--- src/rtl/la_pkg.sv ---
// Shared logic-analyzer definitions: capture FSM states, channel and counter
// widths, and the x4 count scaling also used by the sample FIFO counters.
package la_pkg;

  localparam int CHANNELS = 8;
  localparam int CNT_W    = 10;

  typedef enum logic [2:0] {
    ST_IDLE  = 3'd0,
    ST_PRE   = 3'd1,
    ST_ARMED = 3'd2,
    ST_POST  = 3'd3,
    ST_DONE  = 3'd4
  } la_state_e;

  // Sample counts are programmed in units of four samples.
  function automatic logic [CNT_W-1:0] scale_count(input logic [7:0] count);
    return {count, 2'b00};
  endfunction

endpackage

--- src/rtl/sample_clock_div.sv ---
// Sample-clock divider: counts 0..clk_div and strobes on the terminal count.
// A clear restarts the count so the first strobe lands clk_div+1 cycles later.
module sample_clock_div #(
  parameter int DIV_W = 16
) (
  input  logic             clk,
  input  logic             reset,
  input  logic             clear,
  input  logic [DIV_W-1:0] clk_div,
  output logic             strobe
);

  logic [DIV_W-1:0] cnt_q;
  logic [DIV_W-1:0] cnt_d;

  // Terminal-count strobe and next count value.
  // NOTE: every variable written here gets a default first, so no latch is inferred.
  always_comb begin
    strobe = (cnt_q == clk_div);
    cnt_d  = strobe ? '0 : cnt_q + DIV_W'(1);
    if (clear) begin
      cnt_d = '0;
    end
  end

  // Divider count register.
  // NOTE: sequential state uses non-blocking assignments only.
  always_ff @(posedge clk or posedge reset) begin
    if (reset) begin
      cnt_q <= '0;
    end else begin
      cnt_q <= cnt_d;
    end
  end

endmodule

--- src/rtl/trigger_sampler.sv ---
// Logic-analyzer capture front end: synchronizes the probes, strobes them at
// the divided sample rate and runs the pre / armed / post capture sequence,
// handing one byte per emitting strobe to the sample FIFO.
module trigger_sampler #(
  parameter int CHANNELS = la_pkg::CHANNELS,
  parameter int DIV_W    = 16,
  parameter int CNT_W    = la_pkg::CNT_W
) (
  input  logic                clk,
  input  logic                reset,
  input  logic [CHANNELS-1:0] probe_in,
  input  logic                arm,
  input  logic                abort,
  input  logic [DIV_W-1:0]    clk_div,
  input  logic [CHANNELS-1:0] trig_mask,
  input  logic [CHANNELS-1:0] trig_value,
  input  logic [CHANNELS-1:0] trig_edge,
  input  logic [7:0]          pre_count,
  input  logic [7:0]          post_count,
  input  logic                fifo_full,
  output logic                sample_valid,
  output logic [CHANNELS-1:0] sample_data,
  output logic [2:0]          state,
  output logic                triggered,
  output logic                done,
  output logic                overrun
);

  import la_pkg::*;

  la_state_e           state_q, state_d;
  logic [CHANNELS-1:0] sync1_q, sync2_q;
  logic [CHANNELS-1:0] prev_q, prev_d;
  logic [CHANNELS-1:0] data_q, data_d;
  logic                valid_q, valid_d;
  logic [CNT_W-1:0]    pre_q, pre_d;
  logic [CNT_W-1:0]    post_q, post_d;
  logic [CHANNELS-1:0] mask_q, mask_d;
  logic [CHANNELS-1:0] value_q, value_d;
  logic [CHANNELS-1:0] edge_q, edge_d;
  logic                trig_q, trig_d;
  logic                done_q, done_d;
  logic                ovr_q, ovr_d;

  logic                strobe;
  logic                arm_accept;
  logic                emit;
  logic [CHANNELS-1:0] chan_hit;
  logic                trig_hit;

  sample_clock_div #(
    .DIV_W (DIV_W)
  ) u_div (
    .clk     (clk),
    .reset   (reset),
    .clear   (arm_accept),
    .clk_div (clk_div),
    .strobe  (strobe)
  );

  // Trigger compare on the sample being strobed: unmasked channels always
  // pass, edge channels additionally need the previous sample off-value.
  always_comb begin
    chan_hit = ~mask_q | (~(sync2_q ^ value_q) & (~edge_q | (prev_q ^ value_q)));
    trig_hit = &chan_hit;
  end

  // Every strobe captures the synchronized probes, whatever the state.
  always_comb begin
    data_d = strobe ? sync2_q : data_q;
    prev_d = strobe ? sync2_q : prev_q;
  end

  // Capture sequencer: config latch on arm, per-strobe emission, counters,
  // trigger decision and sticky status flags.
  always_comb begin
    state_d    = state_q;
    pre_d      = pre_q;
    post_d     = post_q;
    mask_d     = mask_q;
    value_d    = value_q;
    edge_d     = edge_q;
    trig_d     = trig_q;
    done_d     = done_q;
    ovr_d      = ovr_q;
    valid_d    = 1'b0;
    arm_accept = 1'b0;
    emit       = 1'b0;

    if (abort) begin
      state_d = ST_IDLE;
    end else begin
      case (state_q)
        ST_IDLE, ST_DONE: begin
          if (arm) begin
            arm_accept = 1'b1;
            pre_d      = CNT_W'(scale_count(pre_count));
            post_d     = CNT_W'(scale_count(post_count));
            mask_d     = trig_mask;
            value_d    = trig_value;
            edge_d     = trig_edge;
            trig_d     = 1'b0;
            done_d     = 1'b0;
            ovr_d      = 1'b0;
            state_d    = (pre_count == 8'd0) ? ST_ARMED : ST_PRE;
          end
        end
        ST_PRE: begin
          if (strobe) begin
            emit = 1'b1;
            if (pre_q != '0) begin
              pre_d = pre_q - CNT_W'(1);
            end
            if (pre_d == '0) begin
              state_d = ST_ARMED;
            end
          end
        end
        ST_ARMED: begin
          if (strobe) begin
            emit = 1'b1;
            if (trig_hit) begin
              trig_d = 1'b1;
              if (post_q == '0) begin
                state_d = ST_DONE;
                done_d  = 1'b1;
              end else begin
                state_d = ST_POST;
              end
            end
          end
        end
        ST_POST: begin
          if (strobe) begin
            emit = 1'b1;
            if (post_q != '0) begin
              post_d = post_q - CNT_W'(1);
            end
            if (post_d == '0) begin
              state_d = ST_DONE;
              done_d  = 1'b1;
            end
          end
        end
        default: state_d = ST_IDLE;
      endcase

      // A full FIFO drops the byte but the capture keeps real-time pace.
      if (emit) begin
        if (fifo_full) begin
          ovr_d = 1'b1;
        end else begin
          valid_d = 1'b1;
        end
      end
    end
  end

  // Synchronizer, sample path and sequencer registers.
  always_ff @(posedge clk or posedge reset) begin
    if (reset) begin
      state_q <= ST_IDLE;
      sync1_q <= '0;
      sync2_q <= '0;
      prev_q  <= '0;
      data_q  <= '0;
      valid_q <= 1'b0;
      pre_q   <= '0;
      post_q  <= '0;
      mask_q  <= '0;
      value_q <= '0;
      edge_q  <= '0;
      trig_q  <= 1'b0;
      done_q  <= 1'b0;
      ovr_q   <= 1'b0;
    end else begin
      state_q <= state_d;
      sync1_q <= probe_in;
      sync2_q <= sync1_q;
      prev_q  <= prev_d;
      data_q  <= data_d;
      valid_q <= valid_d;
      pre_q   <= pre_d;
      post_q  <= post_d;
      mask_q  <= mask_d;
      value_q <= value_d;
      edge_q  <= edge_d;
      trig_q  <= trig_d;
      done_q  <= done_d;
      ovr_q   <= ovr_d;
    end
  end

  assign sample_valid = valid_q;
  assign sample_data  = data_q;
  assign state        = state_q;
  assign triggered    = trig_q;
  assign done         = done_q;
  assign overrun      = ovr_q;

endmodule

--- config.mk ---
export PLATFORM = sky130hd
export DESIGN_NAME = trigger_sampler
export DESIGN_NICKNAME = d
export VERILOG_FILES = /design/src/rtl/la_pkg.sv /design/src/rtl/sample_clock_div.sv /design/src/rtl/trigger_sampler.sv
export SDC_FILE = /design/constraint.sdc
export NUM_CORES = 1
export LEC_CHECK = 0
export ABC_AREA = 1
export BUFFER_PORTS_ARGS = -buffer_cell sky130_fd_sc_hd__buf_4
export CAP_MARGIN = 30
export CORE_MARGIN = 4
export CORE_UTILIZATION = 47
export DETAILED_ROUTE_END_ITERATION = 8
export GPL_TIMING_DRIVEN = 0
export PLACE_DENSITY = 0.68
export SYNTH_ARGS = -nofsm -noshare
export SYNTH_HDL_FRONTEND = slang
export SYNTH_HIERARCHICAL = 1
export SYNTH_SLANG_ARGS = --single-unit
--- constraint.sdc ---
create_clock -name clk -period 2.83 [get_ports clk]
set_input_delay 0.1415 -clock clk [delete_from_list [all_inputs] [get_ports clk]]
set_output_delay 0.1415 -clock clk [all_outputs]
set_load 0.02 [all_outputs]
After elaboration in Yosys (flattened, before gate mapping)
Cells that the tools add are included.

Register bits: 91. Input bits: 69. Word-level logic and storage cells: 115.

Add/subtract/negate cells: 3. Equality and inequality tests: 19. Mux-type cells: 50. Bitwise operators: 9. Reductions and logical operators: 20.

Operator list (count): 2-to-1 mux 10 bit (12); one-hot mux 10 bit (2 select lines) (2); 2-to-1 mux 16 bit (2); zero test 10 bit (3); 2-to-1 mux 3 bit (9); inverter 8 bit (3); 2-to-1 mux 1 bit (21); inequality test 3 bit, second input constant (7); nonzero test 10 bit (2); subtractor 10 x 1 -> 10 bit, second input constant (2); adder 16 x 1 -> 16 bit, second input constant (1); equality test 16 bit (1); bitwise OR 8 bit (2); AND reduction 8 bit (2); XOR 8 bit (2); inequality test 2 bit, second input constant (7); one-hot mux 3 bit (4 select lines) (1); bitwise AND 8 bit (1); zero test 8 bit (1); AND reduction 4 bit (2); AND reduction 7 bit (1); equality test 3 x 2 -> 1 bit, second input constant (2); nonzero test 2 bit (3); AND reduction 5 bit (1); 11 further kinds (11).

Logic depth before layout (Yosys ltp)
Gate-level depths: netlist of the first run.

Depth after elaboration: 10. Depth in mapped cells: 19. Mapped depth without buffers: 17.

Modules after synthesis
Netlist of the first run, hierarchy kept.

Modules (own cells, without submodules): trigger_sampler (instances 1, cells each 534, area each 4023.9 um2); sample_clock_div (instances 1, cells each 188, area each 1197.4 um2).

Worst setup path before layout of the first run
OpenSTA, ideal clock, no wires.

Kind: register to register. Start point: reg u_div.cnt_q[8]. End point: reg state_q[2] (netlist: state[2]). Library setup time: 119 ps. Arrival time: 1855 ps. Slack: 856 ps. Stages on the path, launching flop included: 19. Period minus slack after synthesis: 1974 ps. Path through: dfrtp_1 buf_4 nand2_1 nand2_1 nor2_1 nand2_1 nor2_1 nand2_2 inv_1 clkbuf_1 inv_1 nor2_2 nand2_1 nor2_1 nand2_1 nand2_2 nand3_2 nand3_1 nand2_1.

Cells in the longest elaborated chain, start to end: 3. Elaborated cells on any way between the ends: 5. Those cells by class: eq/ne: 4; reduce/logical: 1.

RTL lines: start: declaration (line sample_clock_div.sv:13) `logic [DIV_W-1:0] cnt_q;`; start signal: assignment (line sample_clock_div.sv:32) `cnt_q <= cnt_d;`; equality test 16 bit * (line sample_clock_div.sv:19) `strobe = (cnt_q == clk_div);`; named net strobe (line trigger_sampler.sv:45) `logic strobe;`; inequality test 3 bit (no source line); AND reduction 7 bit (no source line) *; end signal: assignment (line trigger_sampler.sv:177) `state_q <= state_d;`; end: declaration (line trigger_sampler.sv:31) `la_state_e state_q, state_d;`.

The timed path passes the listed nets; every way through them passes the cells marked *. A chain may end at the register's enable or synchronous reset.

Worst setup path in the final report of the first run
Start point: reg u_div.cnt_q[12]. End point: reg post_q[5].

Cells in the longest elaborated chain, start to end: 3.

RTL lines: equality test 16 bit (line sample_clock_div.sv:19); named net strobe (line trigger_sampler.sv:45); inequality test 2 bit (no source line); AND reduction 4 bit (no source line); end signal: assignment (line trigger_sampler.sv:184) `post_q <= post_d;`; end: declaration (line trigger_sampler.sv:37) `logic [CNT_W-1:0] post_q, post_d;`.

The timed path passes the listed nets, and every way through them passes these cells.

==> results of run 1 <==
## power by group through the flow
stage,Clock (W),Sequential (W),Combinational (W)
finish,0.000899,0.00207,0.00253
global route,0.000982,0.00213,0.00291
CTS,0.000921,0.00207,0.00254
detailed placement,0,0.00209,0.00249
global placement,0,0.00208,0.00244
floorplan,0,0.00203,0.00192
## per-stage QoR
step / std cells / instance area (µm²)
after floorplan: 722 / 5220
after global placement: 944 / 6010
after detailed placement: 945 / 6040
after CTS: 994 / 6580
after global routing: 994 / 6580
final: 994 / 6580
## sequential cells by signal, summed over array words and instances (netlist names)
| name | count |
|---|---|
| post_q | 10 |
| pre_q | 10 |
| done | 1 |
| value_q | 8 |
| edge_q | 8 |
| sample_valid | 1 |
| sample_data | 8 |
| overrun | 1 |
| sync2_q | 8 |
| state | 3 |
| u_div/cnt_q | 16 |
| mask_q | 8 |
| sync1_q | 8 |
| triggered | 1 |
## final timing paths
path                            slack, ns  cells after the start              end
worst max-delay path                 0.36                     15        post_q[5]
worst min-delay path                 0.01                      3        mask_q[5]
worst max register to register       0.36                     15        post_q[5]
worst min register to register       0.35                      0       sync2_q[6]
max in group asynchronous            1.97                      3  u_div/cnt_q[12]
min in group asynchronous            0.25                      3       sync1_q[4]
## layout by cell type (no fill, tap or decap), types with 3 or more instances in the layout
cell           instances
dlygate4sd3_1         33
dfrtp_1               91
o211ai_1              11
clkbuf_1               8
nor2_1                84
nand3_1               42
buf_2                  3
a21oi_1                6
nand2_2               11
nor3_1                 7
nand3_2                4
nand4_1               10
o21ai_0               34
buf_4                 84
clkbuf_8              10
nor2_2                19
inv_1                 65
nor2_4                 6
o22ai_1                5
xor2_1                 9
ha_1                   4
o21ai_1               10
inv_2                 19
nand2_1              254
## final cells by class
type	count	share of cell area [%]
Buffer	14	1.33
Clock buffer	11	2.15
Clock inverter	5	0.951
Inverter	85	4.89
Multi-Input combinational cell	532	38.6
Sequential cell	91	34.6
Tap cell	140	2.66
Timing Repair Buffer	116	14.8
## kinds of logic (layout without fill, tap and decap cells)
| family | after synthesis | in the layout | share of synthesized area [%] |
|---|---|---|---|
| AND/OR/NAND/NOR | 447 | 447 | 38.2 |
| AO/OA/AOI/OAI | 71 | 71 | 7.76 |
| flip-flops | 91 | 91 | 43.6 |
| adder cells (fa/ha/maj) | 4 | 4 | 0.959 |
| XOR/XNOR | 10 | 10 | 1.68 |
| buffers and inverters | 99 | 231 | 7.79 |
## critical path: stages (launching register included)
cell	delay (ns)
dfrtp_1	0.41
inv_1	0.07
nand2_1	0.06
nand2_1	0.04
nor2_1	0.13
nand2_1	0.06
nor2_1	0.16
nand2_2	0.11
inv_1	0.06
clkbuf_1	0.33
a21oi_1	0.12
inv_1	0.09
o2111ai_1	0.16
inv_2	0.21
buf_4	0.21
o21ai_0	0.10
## routing by layer
metal	track usage [%]	part of all wire (%)	wire, µm
met4	5.21	1.1	136
met3	3.40	4.2	524
met1	27.9	46	5830
met2	34.4	49	6110
met5	0	0	0
## timing repair
| action | in CTS | in global routing |
|---|---|---|
| endpoints found under the hold margin | 123 | 0 |
| hold buffers | 33 | 0 |
| setup buffers | 0 | 0 |
==> impl_metrics.tcl, run 1 <==
set metrics [dict create \
    drc 0 \
    dieArea_um2 12900 \
    hold_start "trig_mask[5]" \
    period_needed_ns 2.47 \
    status "finished, final reports clean" \
    power_leakage_nw 3.27 \
    slew_viol_final 0 \
    hold_viol 0 \
    htreeDepth 3 \
    synth.area.top_cells "dfrtp_1 (44%), nand2_1 (18%), nor2_1 (6.0%)" \
    ant_nets 0 \
    syn2layout_area_growth_pct 26.0 \
    multiInputGateArea_um2 2540 \
    setup.worst_path.end_class "flop" \
    initial_core_util_pct 48.2 \
    synth_nets 795 \
    cts_tree "done" \
    tightest_slew_ns 0.630 \
    clock_latency_ns 0.35 \
    drtIter0Drc 244 \
    ir_drop_mv 0.378 \
    grt.total_usage_pct 20.5 \
    post_cts_resized 0 \
    setup_tns_ns 0 \
    fin_crit_sh_pct 87.1 \
    synth_most_common_cell "nand2_1" \
    io_pins 84 \
    internal_power_w 0.00306 \
    overflow 0 \
    async_flop_share_pct 100 \
    io_buffers 82 \
    hpwlAfterDp_mm 9.35 \
    antenna-diode-count 0 \
    core_um2 10800 \
    synth_cell_types 37 \
    ff_latch_area_um2 2280 \
    synth_common_cells "nand2_1 (254), dfrtp_1 (91), nor2_1 (84), inv_1 (66), nand3_1 (42)" \
    vias 4981 \
    fin_ws_ns 0.364 \
    switching_share_pct 44.3 \
    max_freq_mhz 406 \
    p_clk_share_pct 16.4 \
    cts_buffer_depth 2 \
    synth.largest_area_cell "dfrtp_1" \
    slew_headroom_pct 58.0 \
    avgSynthCellArea_um2 7.23 \
    rows 38 \
    pre_cts_ws_ns 0.363 \
    rsz0062_at_grt "false" \
    syn_area_um2 5220 \
    n_fill_cell 1007 \
    ys.flop_type "dfrtp_1" \
    r2r-start "u_div/cnt_q[12]" \
    cp.arrival_ns 2.69 \
    vias_per_cell 5.01 \
    cts.sinks 91 \
    crit_path_max_fanout 10 \
    ys_seq_area_share_pct 43.6 \
    synth_seq_cells 91 \
    wl_per_cell_um 12.7 \
    die_h_um 113 \
    synthCells 722 \
    die_x_um 113 \
    grt_max_degree 67 \
    routed_wl_mm 12.6 \
    setup_viol 0 \
    clock_skew_ns 0.00670 \
    layout.nets 922 \
    final_core_util_pct 60.7 \
    comb_power_share_pct 46.0 \
    drt_first_pass_iters 5 \
    worstSetupPathType "reg -> reg" \
    path_clk_slew_ns 0.09 \
    cp-start-kind "flop" \
    grt_pass1_wl_mm 21.7 \
    yosys_warnings 6 \
    setup.worst_path.start "u_div/cnt_q[12]" \
    synth_edf_count 0 \
    drv_cap 0 \
    place.gp.congestion 0.951 \
    grt_antenna_before_repair 0 \
    cts_made_buffers 9 \
    cts-root-buf "clkbuf_8" \
    p_switching_w 0.00244 \
    cp.required_ns 3.05 \
    p_per_area_nw_per_um2 836 \
    whs_ns 0.0149 \
    min_path_type "in -> reg" \
    total_power_w 0.00550 \
    grt_pass1_vias 4811 \
    synth.top_cell.area_share_pct 43.6 \
    drive_above_1_share_pct 20.3 \
    seq_power_share_pct 37.7 \
]
(Power assumes the default switching activity.)
==> run 2, diff against run 1 <==
- CORE_UTILIZATION: 47 -> 55
- PLACE_DENSITY: 0.68 -> 0.78
==> impl_metrics.tcl, run 2 (same netlist as run 1, synthesis figures left out) <==
set metrics [dict create \
    cts_made_buffers 9 \
    hold_start "trig_value[3]" \
    overflow 0 \
    layout.nets 918 \
    fin_ws_ns 0.351 \
    final_area_um2 6490 \
    drv_cap 0 \
    hpwlAfterDp_mm 9.38 \
    cpMaxStageDelayCell "dfrtp_1" \
    ant_nets 0 \
    io_buffers 82 \
    cpMostUsedCell "nand2_1" \
    r2r-start "u_div/cnt_q[10]" \
    grt_antenna_before_repair 0 \
    clock_skew_ns 0.00841 \
    die_h_um 105 \
    cts-root-buf "clkbuf_8" \
    setup_viol 0 \
    setup_tns_ns 0 \
    final_common_cell "nand2_1" \
    crit_path_max_fanout 9 \
    slew_viol_final 0 \
    htreeDepth 3 \
    min_path_type "in -> reg" \
    min_delay_path_depth 3 \
    r2r_slack_ns 0.35 \
    worstSetupPathType "reg -> reg" \
    rows 35 \
    internal_power_w 0.00296 \
    status "finished, final reports clean" \
    vias 5068 \
    cp_slowest_stage_delay_ns 0.41 \
    final_cell_mix "nand2_1 (254), dfrtp_1 (91), nor2_1 (84), buf_4 (84), inv_1 (65)" \
    p_switching_w 0.00250 \
    cp-start-kind "flop" \
    cts_buffer_depth 2 \
    top_register "u_div/cnt_q" \
    grt_pass1_vias 5070 \
    die_x_um 105 \
    drive_above_1_share_pct 20.4 \
    p_per_area_nw_per_um2 841 \
    r2r_end "state[2]" \
    pre_cts_ws_ns 0.413 \
    fin_crit_sh_pct 87.6 \
    slew_headroom_pct 58.6 \
    period_needed_ns 2.48 \
    rsz0062_at_grt "false" \
    cp.required_ns 3.08 \
    initial_core_util_pct 56.5 \
    worst-r2r-cell-count 18 \
    syn2layout_area_growth_pct 24.3 \
    routed_wl_mm 13.5 \
    clock_latency_ns 0.36 \
    grt_pass1_wl_mm 23.3 \
    grt_max_degree 74 \
    hold_viol 0 \
    cts.sinks 91 \
    drtIter0Drc 286 \
    worstPathCellList "inv_1 -> nand2_1 -> nand2_1 -> nor2_1 -> nand2_1 -> nor2_1 -> nand2_2 -> inv_1 -> clkbuf_1 -> inv_1 -> nor2_2 -> nand2_1 -> nor2_1 -> nand2_1 -> nand2_2 -> nand3_2 -> nand3_1 -> nand2_1" \
    drt_first_pass_iters 5 \
    setup.worst_path.end_class "flop" \
    comb_power_share_pct 46.8 \
    critPathTopFamily "simple AND/OR/NAND/NOR gates" \
    grt.total_usage_pct 25.7 \
    core_um2 9240 \
    vias_per_cell 5.18 \
    placement.cell_area_um2 6030 \
    switching_share_pct 45.7 \
    hold_end "value_q[3]" \
    ir_drop_mv 0.455 \
    path_clk_slew_ns 0.09 \
    max_freq_mhz 403 \
    cp_num_buf_inv 4 \
    wl_per_cell_um 13.8 \
    largest_reg_flops 16 \
    power_leakage_nw 3.25 \
    drc 0 \
    top_regs "u_div/cnt_q (16), post_q (10), pre_q (10)" \
    seq_power_share_pct 38.1 \
    cts_tree "done" \
    total_power_w 0.00546 \
    cp.arrival_ns 2.73 \
    place.gp.congestion 0.939 \
    io_pins 84 \
    p_clk_share_pct 15.1 \
    antenna-diode-count 0 \
    dieArea_um2 11100 \
    tightest_slew_ns 0.621 \
]
run 2: area by class of cell:
cell class	count	area, µm²
Clock buffer	10	138
Sequential cell	91	2280
Tap cell	129	161
Timing Repair Buffer	112	933
Buffer	14	87.6
Clock inverter	5	36.3
Inverter	85	322
Multi-Input combinational cell	532	2540
Fill cell	753	2750
run 2: power by group through the flow:
stage                     sequential [W]  combinational [W]  clock (W)
after global routing             0.00214            0.00293   0.000899
final                            0.00208            0.00256   0.000823
after detailed placement         0.00209            0.00249          0
after global placement           0.00207            0.00241          0
after CTS                        0.00207            0.00254   0.000838
after floorplan                  0.00203            0.00192          0
run 2: worst max-delay path by stage:
stage / start / endpoint / depth (start not counted)
global route: u_div/cnt_q[8] / state[2] / 18
CTS: u_div/cnt_q[10] / state[2] / 18
detailed placement: u_div/cnt_q[10] / state[2] / 18
global placement: reset / pre_q[5] / 2
floorplan: reset / done / 1
finish: u_div/cnt_q[10] / state[2] / 18
run 2: tightest hold or removal path: cells and delay by family:
family / cells / cell delay, ns
simple gates: 2 / 0.12
buf+inv: 1 / 0.08
run 2: metrics by stage:
stage	hold WS, ns	util, %	cells
after floorplan	0.0552	-	722
after global placement	0.250	64.9	933
final	0.00639	70.3	978
after detailed placement	0.0283	65.2	934
after global routing	0.000451	70.3	978
after CTS	0.00136	70.3	978
run 2: layer usage:
| metal | track usage [%] | vias up | part of all wire, % |
|---|---|---|---|
| met1 | 32.6 | 2364 | 42 |
| met4 | 7.40 | 0 | 1.7 |
| met2 | 45.0 | 150 | 51 |
| met5 | 0 | - | 0 |
| met3 | 4.53 | 24 | 4.8 |
| li1 | - | 2530 | - |
run 2: what timing repair did:
action,in CTS,in global routing
resized for setup,0,0
setup endpoints to repair,0,0
hold endpoints to repair,119,0
buffers inserted,0,0
hold buffers,29,0
==> run 3, diff against run 2 <==
- CORE_UTILIZATION: 55 -> 57
- CTS_CLUSTER_DIAMETER: unset -> 150
- PLACE_DENSITY: 0.78 -> 0.8
==> impl_metrics.tcl, run 3 (same netlist as run 1, synthesis figures left out) <==
set metrics [dict create \
    status "finished, final reports clean" \
    io_pins 84 \
    worstSetupPathType "reg -> reg" \
    drtIter0Drc 271 \
    dp_cells 913 \
    postCtsSetupBuffers 0 \
    final_area_um2 6540 \
    io_buffers 82 \
    die_x_um 104 \
    clock_latency_ns 0.37 \
    cts_made_buffers 9 \
    crit_path_max_fanout 10 \
    slew_headroom_pct 55.5 \
    grt_antenna_before_repair 1 \
    die_h_um 104 \
    drc 0 \
    max_freq_mhz 429 \
    grt_max_degree 48 \
    tightest_slew_ns 0.667 \
    setup.worst_path.end_class "flop" \
    total_power_w 0.00556 \
    final_cells 962 \
    place.gp.congestion 0.958 \
    ant_nets 0 \
    path_clk_slew_ns 0.10 \
    vias 5126 \
    htreeDepth 3 \
    dieArea_um2 10800 \
    cp.required_ns 3.13 \
    n_fill_cell 669 \
    internal_power_w 0.00298 \
    hold_viol 0 \
    worstPathCellList "inv_1 -> nand2_1 -> nand2_1 -> nor2_1 -> nand2_1 -> nor2_1 -> nand2_2 -> inv_1 -> a21oi_1 -> inv_1 -> o2111ai_1 -> inv_2 -> buf_4 -> nor2_1 -> a21oi_2" \
    rsz0062_at_grt "false" \
    seq_power_share_pct 37.4 \
    comb_power_share_pct 46.6 \
    vias_per_cell 5.33 \
    fin_crit_sh_pct 82.4 \
    cp-start-kind "flop" \
    rows 34 \
    grt.total_usage_pct 26.6 \
    routed_wl_mm 13.8 \
    hold_start "trig_edge[0]" \
    layout.nets 921 \
    cts-root-buf "clkbuf_8" \
    grt_pass1_vias 5129 \
    ff_latch_area_um2 2280 \
    whs_ns 0.0354 \
    cts_tree "done" \
    period_needed_ns 2.33 \
    setup.worst_path.start "u_div/cnt_q[10]" \
    final_cell_mix "nand2_1 (254), dfrtp_1 (91), nor2_1 (84), buf_4 (84), inv_1 (65)" \
    multiInputGateArea_um2 2540 \
    p_per_area_nw_per_um2 850 \
    r2r-start "u_div/cnt_q[10]" \
    grt_pass1_wl_mm 23.7 \
    power_leakage_nw 3.28 \
    p_clk_share_pct 15.9 \
    setup_viol 0 \
    switching_share_pct 46.4 \
    initial_core_util_pct 59.3 \
    drv_cap 0 \
    placement.cell_area_um2 6000 \
    min_path_type "in -> reg" \
    wl_per_cell_um 14.3 \
    final_common_cell "nand2_1" \
    overflow 0 \
    syn2layout_area_growth_pct 25.2 \
    cpMaxStageDelayCell "dfrtp_1" \
    cp_slowest_stage_delay_ns 0.41 \
    cts.sinks 91 \
    top_register "u_div/cnt_q" \
    clock_skew_ns 0.0141 \
    drive_above_1_share_pct 20.4 \
    cp.arrival_ns 2.63 \
    cts_buffer_depth 2 \
    core_um2 8810 \
    ir_drop_mv 0.447 \
    slew_viol_final 0 \
    largest_reg_flops 16 \
    p_switching_w 0.00258 \
    hpwlAfterDp_mm 9.48 \
    final_core_util_pct 74.2 \
    top_regs "u_div/cnt_q (16), post_q (10), pre_q (10)" \
    drt_first_pass_iters 5 \
]
-- run 3: per-layer routing --
metal	vias to the layer above	share of wire, %	GRT usage (%)
met1	2405	41	32.9
li1	2538	-	-
met4	0	1.9	8.55
met2	155	52	47.9
met5	-	0	0
met3	28	4.8	3.98
-- run 3: through the flow --
stage	setup WS, ns	TNS, ns
after detailed placement	0.377	0
final	0.499	0
after floorplan	0.779	0
after global routing	0.209	0
after global placement	-0.158	-11.68
after CTS	0.340	0
-- run 3: path summary, 6_finish.rpt --
kind	cells past startpoint	end	slack [ns]
setup reg to reg	15	post_q[8]	0.50
max in group asynchronous	4	mask_q[5]	1.91
min in group asynchronous	3	sample_data[0]	0.37
setup / recovery	15	post_q[8]	0.50
hold reg to reg	0	sync2_q[2]	0.36
hold / removal	3	edge_q[0]	0.04
-- run 3: power groups by stage --
stage	sequential [W]	clock [W]	combinational (W)
after detailed placement	0.00209	0	0.00251
final	0.00208	0.000886	0.00259
after CTS	0.00207	0.000901	0.00256
after global routing	0.00213	0.000964	0.00298
after floorplan	0.00203	0	0.00192
after global placement	0.00207	0	0.00240
-- run 3: layout make-up --
class                   instances  share of cell area [%]
diodes                          1                  0.0383
plain buffers                  13                    1.28
clock buffers                   9                    1.90
clock inverters                 7                    1.24
inverters                      85                    4.92
multi-input cells             532                    38.8
flip-flops and latches         91                    34.8
well taps                     108                    2.07
repair buffers                116                    14.9
-- run 3: critical path, delay by kind of cell (launching register included) --
kind | cells | cell delay (ns)
AO/OA/AOI/OAI | 3 | 0.39
buffers and inverters | 5 | 0.86
flip-flops | 1 | 0.41
AND/OR/NAND/NOR | 7 | 0.60
-- run 3: repair_timing --
action	4_1_cts	5_1_grt
endpoints found under the setup margin	0	1
hold buffers	33	0
endpoints found under the hold margin	76	0
resized for setup	0	0
